`src/rtl/keypad_scan_decoder.sv`:
```
// 4x4 matrix keypad scanner: walks the columns, debounces the first row seen
// low, and reports the pressed key as a hex nibble with a one-cycle strobe.
// Optional auto-repeat while a key is held: define KEYPAD_TYPEMATIC_EN.
module keypad_scan_decoder #(
   parameter int unsigned SCAN_DIV        = 1000,
   parameter int unsigned DEBOUNCE_CYCLES = 50000,
   parameter int unsigned REPEAT_CYCLES   = 6000000
) (
   input  logic       clk,
   input  logic       reset,
   input  logic [3:0] rows,
   output logic [3:0] cols,
   output logic [3:0] key_code,
   output logic       key_valid,
   output logic       key_held
);

   localparam int unsigned DwellW = $clog2(SCAN_DIV);
   localparam int unsigned DebW   = $clog2(DEBOUNCE_CYCLES + 1);

   localparam logic [DwellW-1:0] DwellLast = DwellW'(SCAN_DIV - 1);
   localparam logic [DebW-1:0]   DebLast   = DebW'(DEBOUNCE_CYCLES - 1);

   typedef enum logic [1:0] {StScan, StDebounce, StHeld, StRelease} state_t;

   state_t            state;
   logic [3:0]        rows_meta;
   logic [3:0]        rs;
   logic [1:0]        col_idx;
   logic [1:0]        next_col;
   logic [1:0]        row_sel;
   logic [1:0]        low_row;
   logic [DwellW-1:0] dwell;
   logic [DebW-1:0]   cnt;

`ifdef KEYPAD_TYPEMATIC_EN
   localparam int unsigned RepW = $clog2(REPEAT_CYCLES + 1);
   localparam logic [RepW-1:0] RepLast = RepW'(REPEAT_CYCLES - 1);
   logic [RepW-1:0] rep_cnt;
`else
   logic unused_repeat_cfg;
   assign unused_repeat_cfg = ^REPEAT_CYCLES;
`endif

   // Map a (row, column) position onto the legend printed on the keypad.
   function automatic logic [3:0] key_map(input logic [1:0] r, input logic [1:0] c);
      logic [3:0] code;
      case ({r, c})
         4'b00_00: code = 4'h1;
         4'b00_01: code = 4'h2;
         4'b00_10: code = 4'h3;
         4'b00_11: code = 4'hA;
         4'b01_00: code = 4'h4;
         4'b01_01: code = 4'h5;
         4'b01_10: code = 4'h6;
         4'b01_11: code = 4'hB;
         4'b10_00: code = 4'h7;
         4'b10_01: code = 4'h8;
         4'b10_10: code = 4'h9;
         4'b10_11: code = 4'hC;
         4'b11_00: code = 4'hE;
         4'b11_01: code = 4'h0;
         4'b11_10: code = 4'hF;
         default:  code = 4'hD;
      endcase
      return code;
   endfunction

   // Two-flop synchronizer for the asynchronous row lines; idle rows read high.
   always_ff @(posedge clk or posedge reset) begin
      if (reset) begin
         rows_meta <= 4'hF;
         rs        <= 4'hF;
      end else begin
         rows_meta <= rows;
         rs        <= rows_meta;
      end
   end

   // Lowest-index low row wins when several rows are pulled low together.
   always_comb begin
      low_row = 2'd3;
      if (!rs[0])      low_row = 2'd0;
      else if (!rs[1]) low_row = 2'd1;
      else if (!rs[2]) low_row = 2'd2;
   end

   assign next_col = col_idx + 2'd1;

   // Scan/debounce/hold/release state machine with registered outputs.
   always_ff @(posedge clk or posedge reset) begin
      if (reset) begin
         state     <= StScan;
         col_idx   <= 2'd0;
         cols      <= 4'b1110;
         row_sel   <= 2'd0;
         dwell     <= '0;
         cnt       <= '0;
         key_code  <= 4'h0;
         key_valid <= 1'b0;
         key_held  <= 1'b0;
`ifdef KEYPAD_TYPEMATIC_EN
         rep_cnt   <= '0;
`endif
      end else begin
         key_valid <= 1'b0;
         unique case (state)
            StScan: begin
               // Rows are only looked at on the last dwell cycle so they can settle.
               if (dwell == DwellLast) begin
                  dwell <= '0;
                  if (rs == 4'hF) begin
                     col_idx <= next_col;
                     cols    <= ~(4'b0001 << next_col);
                  end else begin
                     row_sel <= low_row;
                     cnt     <= '0;
                     state   <= StDebounce;
                  end
               end else begin
                  dwell <= dwell + DwellW'(1);
               end
            end
            StDebounce: begin
               if (rs[row_sel]) begin
                  state   <= StScan;
                  cnt     <= '0;
                  dwell   <= '0;
                  col_idx <= next_col;
                  cols    <= ~(4'b0001 << next_col);
               end else if (cnt == DebLast) begin
                  cnt       <= '0;
                  key_code  <= key_map(row_sel, col_idx);
                  key_valid <= 1'b1;
                  key_held  <= 1'b1;
                  state     <= StHeld;
`ifdef KEYPAD_TYPEMATIC_EN
                  rep_cnt   <= '0;
`endif
               end else begin
                  cnt <= cnt + DebW'(1);
               end
            end
            StHeld: begin
               if (rs[row_sel]) begin
                  state <= StRelease;
                  cnt   <= '0;
`ifdef KEYPAD_TYPEMATIC_EN
                  rep_cnt <= '0;
               end else if (rep_cnt == RepLast) begin
                  rep_cnt   <= '0;
                  key_valid <= 1'b1;
               end else begin
                  rep_cnt <= rep_cnt + RepW'(1);
`endif
               end
            end
            StRelease: begin
               if (!rs[row_sel]) begin
                  // Release bounce: treat the key as still held.
                  state <= StHeld;
                  cnt   <= '0;
`ifdef KEYPAD_TYPEMATIC_EN
                  rep_cnt <= '0;
`endif
               end else if (cnt == DebLast) begin
                  cnt      <= '0;
                  key_held <= 1'b0;
                  state    <= StScan;
                  dwell    <= '0;
                  col_idx  <= next_col;
                  cols     <= ~(4'b0001 << next_col);
               end else begin
                  cnt <= cnt + DebW'(1);
               end
            end
            default: state <= StScan;
         endcase
      end
   end

endmodule

```
`config.mk`:
```
export PLATFORM = sky130hd
export DESIGN_NAME = keypad_scan_decoder
export DESIGN_NICKNAME = d
export VERILOG_FILES = /design/src/rtl/keypad_scan_decoder.sv
export SDC_FILE = /design/constraint.sdc
export NUM_CORES = 1
export LEC_CHECK = 0
export BUFFER_PORTS_ARGS = -buffer_cell sky130_fd_sc_hd__buf_2
export CAP_MARGIN = 20
export CORE_ASPECT_RATIO = 1.2
export CORE_MARGIN = 4
export CORE_UTILIZATION = 25
export CTS_BUF_LIST = sky130_fd_sc_hd__clkbuf_4
export DETAILED_ROUTE_END_ITERATION = 8
export PLACE_DENSITY_LB_ADDON = 0.08
export SETUP_SLACK_MARGIN = 0.3
export SLEW_MARGIN = 20
export SYNTH_ARGS = -nofsm -noshare
export SYNTH_HDL_FRONTEND = slang
export SYNTH_SLANG_ARGS = --single-unit
```
`constraint.sdc`:
```
create_clock -name clk -period 4.2 [get_ports clk]
set_input_delay 0.42 -clock clk [delete_from_list [all_inputs] [get_ports clk]]
set_output_delay 0.42 -clock clk [all_outputs]
set_load 0.01 [all_outputs]
```
==> impl_metrics.json, run 1 <==
{
  "status": "complete, no violations",
  "crit_chain": "mux4_2, xnor2_1, or2_1, nor3_1, a211o_1",
  "synth_cells": 260,
  "hpwlAfterDp_mm": 4.09,
  "ys.warnings.count": 0,
  "setup_slack_ns": 1.68,
  "syn-num-nets": 274,
  "critPathRequiredTime_ns": 4.48,
  "vias_per_cell": 4.82,
  "cts_buffers": 5,
  "finalNonFillerCells": 402,
  "synthToLayoutAreaGrowth_pct": 9.73,
  "wire_per_inst_um": 14.8,
  "clock_sinks": 50,
  "synth-seq-cells": 50,
  "worst_path_largest_cell_delay_ns": 0.64,
  "ys.flop_type": "dfrtp_1",
  "slew_violations": 0,
  "setup_viol": 0,
  "ys_seq_area_frac": 0.478,
  "cp_max_fo": 10,
  "hold_path.class": "input port to flop",
  "utilization": 0.286,
  "cp_num_buf_inv": 0,
  "synthArstFlopShare": 1.00,
  "cp-start-kind": "flop",
  "synth.largest_area_cell": "dfrtp_1",
  "post_cts_resized": 0,
  "synth_top_cell_area_share": 0.368,
  "cts.path.max_buffers": 2,
  "place_congestion": 0.692,
  "avgSynthCellArea_sq_um": 10.2,
  "fp.dieW_um": 102,
  "post-place-ws_ns": 1.68,
  "timing_hold_violations_final": 0,
  "tightest_slew_ns": 0.853,
  "portBuffers": 15,
  "clkTransAtPathRegs_ns": 0.15,
  "rows": 40,
  "rsz0062_at_grt": "no",
  "ys_top_cells_by_count": "dfrtp_1 (39), nand2_1 (38), o21ai_0 (27)",
  "drive_above_1_share": 0.199,
  "drv_cap": 0,
  "htree_levels": 2,
  "via_count": 1936,
  "io_pins": 16,
  "antenna_found_initial": 0,
  "postCtsHoldBufs": 1,
  "grt.overflow.total": 0,
  "period_share": 0.601,
  "finalSetupTns_ns": 0,
  "synthesis.area_sq_um": 2650,
  "core-area_sq_um": 10200,
  "critPathKind": "flop to flop",
  "drt_pass1_iterations": 4,
  "synth_cell_type_count": 51,
  "root_buffer": "clkbuf_4",
  "grt_pass1_wl_mm": 10.3,
  "cp_data_arrival_time_ns": 2.80,
  "die_y_um": 121,
  "die_area_sq_um": 12300,
  "power_density_nw_per_um2": 275,
  "skew_ns": 0.0100,
  "grt_pass1_vias": 1996,
  "cp-end-kind": "flop",
  "track_usage": 0.105,
  "path_delay_family": "multiplexers",
  "grt_max_degree": 39,
  "synth-edff-count": 0,
  "detail-route-antenna-nets": 0,
  "post_cts_buffers": 0,
  "start_util": 0.261,
  "wirelength_mm": 5.93,
  "diodes": 0,
  "final.min_clock_period_ns": 2.52,
  "first_iter_violations": 64,
  "placed_cells": 393,
  "fmaxAchievable_ghz": 0.396,
  "crit_path_top_delay_cell": "mux4_2",
  "p_leak_nw": 1.25,
  "clock_latency_ns": 0.38,
  "synth_most_common_cell": "dfrtp_1",
  "ir_drop_uv": 134,
  "fin_nets": 289,
  "slew_headroom": 0.431,
  "synthTopCellsByArea": "dfrtp_1 (37%), dfstp_2 (11%), nand2_1 (5.4%)",
  "cts_tree": "done",
  "remaining_drc_errors": 0
}
-- worst paths after layout --
check                        startpoint            to  slack (ns)  cells after the start
max reg2reg                  row_sel[0]       cnt[11]        1.68                      5
max in group asynchronous         reset         rs[0]        2.88                      4
min                             rows[0]  rows_meta[0]        0.12                      1
min reg2reg                rows_meta[2]         rs[2]        0.37                      0
max                          row_sel[0]       cnt[11]        1.68                      5
min in group asynchronous         reset       cnt[13]        0.50                      3
-- placed cells by master (no fill, tap or decap), types with 3 or more instances in the layout --
| cell type | count |
|---|---|
| a211o_1 | 4 |
| a21oi_1 | 8 |
| a31oi_1 | 4 |
| and3_1 | 6 |
| buf_2 | 15 |
| clkbuf_4 | 5 |
| dfrtp_1 | 39 |
| dfstp_2 | 11 |
| ha_1 | 8 |
| inv_1 | 10 |
| mux2_2 | 4 |
| mux2i_1 | 3 |
| nand2_1 | 38 |
| nand3_1 | 14 |
| nand4_1 | 4 |
| nor2_1 | 11 |
| nor3_1 | 10 |
| nor4_1 | 6 |
| o21ai_0 | 27 |
| o31ai_1 | 5 |
| or3_1 | 3 |
-- report_power, final --
group / switching (mW) / internal (mW) / total (mW)
Combinational: 0.0133 / 0.00437 / 0.0177
Sequential: 0.00225 / 0.489 / 0.491
Clock: 0.165 / 0.124 / 0.289
Total: 0.181 / 0.617 / 0.798
-- area by class of cell --
class                      instances  area (sq um)
fill                            1063          7250
clock inverter                     3          40.0
sequential                        50          1260
timing repair buffer              17          92.6
tap                              126           158
clock buffer                       5          37.5
multi-input combinational        190          1270
inverter                          11          41.3
-- metal layers --
layer  vias to the layer above  track usage  routed length [um]  share of wire
met3                         5       0.0208                 144          0.024
met5                         -            0                   0              0
met4                         0       0.0320                  93          0.016
li1                        975            -                   -              -
met2                        22        0.165                2830           0.48
met1                       934        0.145                2860           0.48
-- stage by stage --
stage	hold WS, ns	area [sq um]	total power, mW
4_1_cts	0.0913	2910	0.820
6_report	0.123	2910	0.798
3_5_place_dp	0.347	2820	0.518
2_1_floorplan	0.345	2650	0.509
3_3_place_gp	0.347	2820	0.518
5_1_grt	0.0781	2910	0.840
-- cells by family after synthesis --
kind of cell	share of synthesized area
buf+inv	0.0420
mux	0.0553
simple gates	0.220
fa+ha+maj	0.0378
compound gates	0.158
xor+xnor	0.00992
flops	0.478
-- state kept, by name, indices dropped and copies added, names as in the netlist, named ones only --
signal / flops
col_idx: 2
key_valid: 1
rows_meta: 4
dwell: 10
cols: 4
state: 1
row_sel: 2
rs: 4
cnt: 16
key_held: 1
key_code: 4
No activity file was read; power rests on OpenSTA's default activity.
==> inputs of run 2 (changes only) <==
- clock period: 4.2 -> 2 ns (I/O delays scaled with it)
==> run 2 against run 1 <==
  * The flow now finishes with violations (negative setup slack)
  * Final area grew 30%
  * Worst hold slack gained 0.21 ns
  * Global-route usage grew 1.6 points
  * Register-to-register slack lost 1.8 ns
  * Largest cell class unchanged
  * Largest power group unchanged
==> impl_metrics.json, run 2 (synthesis gave the netlist of run 1 again) <==
{
  "slew_violations": 0,
  "largest_reg_flops": 16,
  "vias_per_cell": 4.82,
  "portBuffers": 15,
  "drv_cap": 0,
  "period_share": 1.04,
  "power_density_nw_per_um2": 420,
  "cp_data_arrival_time_ns": 2.37,
  "total_power_mw": 1.59,
  "r2r_slack_ns": -0.08,
  "setup_viol": 13,
  "io_pins": 16,
  "die_area_sq_um": 12300,
  "clkTransAtPathRegs_ns": 0.16,
  "clock_latency_ns": 0.39,
  "clock_sinks": 50,
  "cp-start-kind": "flop",
  "wirelength_mm": 7.05,
  "fmaxAchievable_ghz": 0.481,
  "reg2reg_from": "cnt[11]",
  "start_util": 0.261,
  "most-common-layout-cells": "buf_4 (54), dfrtp_1 (37), nand2_1 (32)",
  "grt.overflow.total": 0,
  "tightest_slew_ns": 0.455,
  "detail-route-antenna-nets": 0,
  "setup.worst_path.start": "cnt[11]",
  "core-area_sq_um": 10200,
  "setup_slack_ns": -0.0771,
  "antenna_found_initial": 0,
  "worst_r2r_endpoint": "col_idx[1]",
  "critPathRequiredTime_ns": 2.29,
  "rr_worst_depth": 6,
  "cts_tree": "done",
  "place_area_sq_um": 3230,
  "place_congestion": 0.745,
  "wire_per_inst_um": 14.8,
  "grt_pass1_vias": 2282,
  "rows": 40,
  "violations": "negative setup slack",
  "root_buffer": "clkbuf_4",
  "drt_pass1_iterations": 4,
  "diodes": 0,
  "slew_headroom": 0.696,
  "grt_max_degree": 21,
  "hold_path.class": "input port to asynchronous set/reset pin",
  "final_common_cell": "buf_4",
  "fp.dieW_um": 102,
  "skew_ns": 0.0224,
  "regMostFlops": "cnt",
  "post-place-ws_ns": -0.0784,
  "cts.path.max_buffers": 2,
  "cts_buffers": 5,
  "p_leak_nw": 1.70,
  "grt_pass1_wl_mm": 11.8,
  "reg_top3": "cnt: 16 flops, dwell: 10 flops",
  "cp-end-kind": "flop",
  "track_usage": 0.121,
  "critPathKind": "flop to flop",
  "cp_max_fo": 4,
  "stdcell_area_sq_um": 3790,
  "fin_nets": 364,
  "remaining_drc_errors": 0,
  "via_count": 2298,
  "timing_hold_violations_final": 0,
  "drive_above_1_share": 0.470,
  "die_y_um": 121,
  "rsz0062_at_grt": "yes",
  "synthToLayoutAreaGrowth_pct": 43.1,
  "htree_levels": 2,
  "ir_drop_uv": 372,
  "hpwlAfterDp_mm": 4.61,
  "status": "finished with violations",
  "first_iter_violations": 114,
  "final.min_clock_period_ns": 2.08
}
-- run 2: cell count changes in the layout (fill, tap and decap cells not counted), moves of 6 or more --
cell	change
o21ai_0	-21
buf_4	+53
nand2_1	-6
o21ai_1	+12
and3_4	+6
o21ai_2	+8
buf_6	+13
-- run 2: per-stage QoR --
stage / utilization / setup TNS [ns] / cells / hold WS (ns)
after global routing: 0.373 / -2.49 / 477 / 0.365
after global placement: 0.318 / -0.370 / 439 / 0.237
after floorplan: - / -0.184 / 260 / 0.204
after CTS: 0.358 / -0.119 / 472 / 0.328
final: 0.373 / -0.360 / 477 / 0.331
after detailed placement: 0.318 / -0.733 / 439 / 0.239
-- run 2: worst max path at each step --
stage,depth (start not counted),to
2_1_floorplan,7,cnt[15]
3_3_place_gp,5,cnt[10]
3_5_place_dp,5,cnt[12]
4_1_cts,5,col_idx[1]
5_1_grt,6,col_idx[1]
6_report,6,col_idx[1]
-- run 2: report_power, final --
part | switching (mW) | internal [mW] | total (mW) | leakage (nW)
clock | 0.348 | 0.147 | 0.495 | 0.0331
combinational | 0.0373 | 0.0286 | 0.0660 | 1.02
sequential | 0.00307 | 1.03 | 1.03 | 0.642
total | 0.389 | 1.20 | 1.59 | 1.70
-- run 2: repair_timing --
action,in CTS,in global routing
hold endpoints to repair,17,0
cloned,5,0
buffers inserted,15,5
resized for setup,39,28
endpoints found under the setup margin,40,42
pin swaps,10,17
hold buffers,5,0
-- run 2: cell type report --
cell class / instances / area [sq um]
flip-flops and latches: 50 / 1270
multi-input cells: 192 / 1520
inverters: 11 / 41.3
repair buffers: 90 / 752
clock buffers: 6 / 45.0
clock inverters: 2 / 8.76
fillers: 1022 / 6370
well taps: 126 / 158
-- run 2: per-layer routing --
metal | share of wire | GRT usage | vias up
met3 | 0.027 | 0.0248 | 10
met4 | 0.017 | 0.0394 | 0
met1 | 0.49 | 0.168 | 1125
met5 | 0 | 0 | -
met2 | 0.47 | 0.188 | 27
li1 | - | - | 1136
-- run 2: critical path, cell delays in order, from the launching register on --
cell	delay, ns
dfrtp_1	0.45
or4b_4	0.54
nor4_4	0.22
buf_4	0.18
o22ai_4	0.08
nor2_4	0.18
mux2_4	0.32
==> inputs of run 3 (changes only) <==
- CORE_ASPECT_RATIO: 1.2 -> not set
==> run 3 against run 2 <==
  * The flow still finishes with violations (negative setup slack)
  * Die area barely moved
  * Final area fell by 2.0%
  * Critical path type unchanged
  * Register-to-register slack improved by 0.08 ns
  * Largest cell class unchanged
  * Global-route usage fell by 1.1 points
  * Wire length fell by 6.9%
  * Core utilization fell by 1.3 points
  * Fmax rose by 3.8%
  * Worst hold slack improved by 0.037 ns
  * Critical path depth did not move
  * Sequential share of layout area rose by 0.63 points
==> impl_metrics.json, run 3 (synthesis gave the netlist of run 1 again) <==
{
  "first_iter_violations": 42,
  "core-area_sq_um": 10300,
  "setup_viol": 1,
  "cp_max_fo": 5,
  "grt_pass1_vias": 2218,
  "critPathRequiredTime_ns": 2.27,
  "fmaxAchievable_ghz": 0.500,
  "path_delay_family": "simple AND/OR/NAND/NOR gates",
  "finalSetupTns_ns": -0.000256,
  "grt_max_degree": 28,
  "vias_per_cell": 4.64,
  "reg2reg_from": "cnt[13]",
  "rsz0062_at_grt": "yes",
  "critPathKind": "flop to flop",
  "cts_buffers": 5,
  "clkTransAtPathRegs_ns": 0.16,
  "hold_start": "rows_meta[0]",
  "cp-end-kind": "flop",
  "skew_ns": 0.0138,
  "stdcell_area_sq_um": 3710,
  "p_leak_nw": 1.66,
  "place_area_sq_um": 3280,
  "drv_cap": 0,
  "die_area_sq_um": 12300,
  "remaining_drc_errors": 0,
  "clock_sinks": 50,
  "utilization": 0.360,
  "drive_above_1_share": 0.447,
  "cts_tree": "done",
  "clock_latency_ns": 0.37,
  "fin_nets": 351,
  "final_common_cell": "buf_4",
  "slew_violations": 0,
  "die_y_um": 111,
  "portBuffers": 15,
  "violations": "negative setup slack",
  "start_util": 0.257,
  "regMostFlops": "cnt",
  "via_count": 2200,
  "htree_levels": 2,
  "cp-start-kind": "flop",
  "crit_path_top_delay_cell": "or4b_4",
  "place_congestion": 0.741,
  "reg_top3": "cnt: 16 flops, dwell: 10 flops",
  "status": "finished with violations",
  "timing_hold_violations_final": 0,
  "drt_pass1_iterations": 4,
  "fp.dieW_um": 111,
  "seqCellArea_sq_um": 1260,
  "final.min_clock_period_ns": 2.00,
  "wirelength_mm": 6.56,
  "crit_chain": "or4b_4, o41ai_4, buf_4, nor2_4, and3_4, a221o_1",
  "diodes": 0,
  "multi_input_area_sq_um": 1530,
  "slew_headroom": 0.637,
  "rows": 37,
  "finalNonFillerCells": 474,
  "hpwlAfterDp_mm": 4.49,
  "root_buffer": "clkbuf_4",
  "most-common-layout-cells": "buf_4 (45), dfrtp_1 (39), nand2_1 (31)",
  "ir_drop_uv": 232,
  "period_share": 1.00,
  "cts.path.max_buffers": 2,
  "io_pins": 16,
  "setup.worst_path.start": "cnt[13]",
  "detail-route-antenna-nets": 0,
  "wire_per_inst_um": 13.8,
  "track_usage": 0.110,
  "filler_cell_count": 1060,
  "placed_cells": 452,
  "grt_pass1_wl_mm": 11.3,
  "synthToLayoutAreaGrowth_pct": 40.2,
  "tightest_slew_ns": 0.543,
  "cp_data_arrival_time_ns": 2.27,
  "worst_path_largest_cell_delay_ns": 0.58,
  "power_density_nw_per_um2": 464,
  "setup_slack_ns": -0.000256,
  "hold_path.class": "flop to flop",
  "largest_reg_flops": 16,
  "antenna_found_initial": 0,
  "grt.overflow.total": 0,
  "cp_num_buf_inv": 1
}
==> run 3: cell count changes in the layout (fill, tap and decap cells not counted), sizes merged <==
| cell | change |
|---|---|
| buf | -13 |
| bufinv | +1 |
| clkbuf | -1 |
| clkinv | -1 |
| inv | +1 |
==> run 3: power by group <==
part	internal, mW	total [mW]	switching (mW)	leakage, nW
Combinational	0.0274	0.0630	0.0356	0.971
Sequential	1.03	1.03	0.00399	0.646
Clock	0.271	0.628	0.358	0.0458
==> run 3: per-stage QoR <==
| stage | total power, mW | setup WS, ns | hold slack (ns) |
|---|---|---|---|
| 4_1_cts | 1.77 | 0.00769 | 0.370 |
| 6_report | 1.72 | -0.000256 | 0.368 |
| 3_5_place_dp | 1.10 | -0.0729 | 0.285 |
| 2_1_floorplan | 1.07 | -0.0563 | 0.204 |
| 3_3_place_gp | 1.10 | -0.0506 | 0.286 |
| 5_1_grt | 1.81 | -0.0830 | 0.373 |
==> run 3: layout make-up <==
type | instances | share of cell area
repair buffers | 77 | 0.168
well taps | 136 | 0.0458
clock buffers | 5 | 0.0101
inverters | 11 | 0.0111
clock inverters | 3 | 0.0128
multi-input cells | 192 | 0.411
flip-flops and latches | 50 | 0.341
==> run 3: metal layers <==
layer | wire (um) | GRT usage | vias to the layer above
met5 | 0 | 0 | -
met4 | 70 | 0.0279 | 0
met3 | 137 | 0.0207 | 7
met2 | 2980 | 0.177 | 15
met1 | 3380 | 0.154 | 1065
li1 | - | - | 1113
==> run 3: worst paths after layout <==
kind / end / slack, ns / depth (start not counted)
min in group asynchronous: key_code[1] / 0.40 / 3
max in group asynchronous: dwell[9] / 1.04 / 4
worst max-delay path: cnt[12] / -0.0003 / 6
worst max register to register: cnt[12] / -0.0003 / 6
worst min-delay path: rs[0] / 0.37 / 0
worst min register to register: rs[0] / 0.37 / 0
==> run 3: timing repair <==
item,4_1_cts,5_1_grt
pin swaps,6,8
buffers inserted,7,0
gates cloned,2,0
setup endpoints to repair,39,42
gates resized for setup,26,38
endpoints found under the hold margin,16,0
hold buffers,5,0
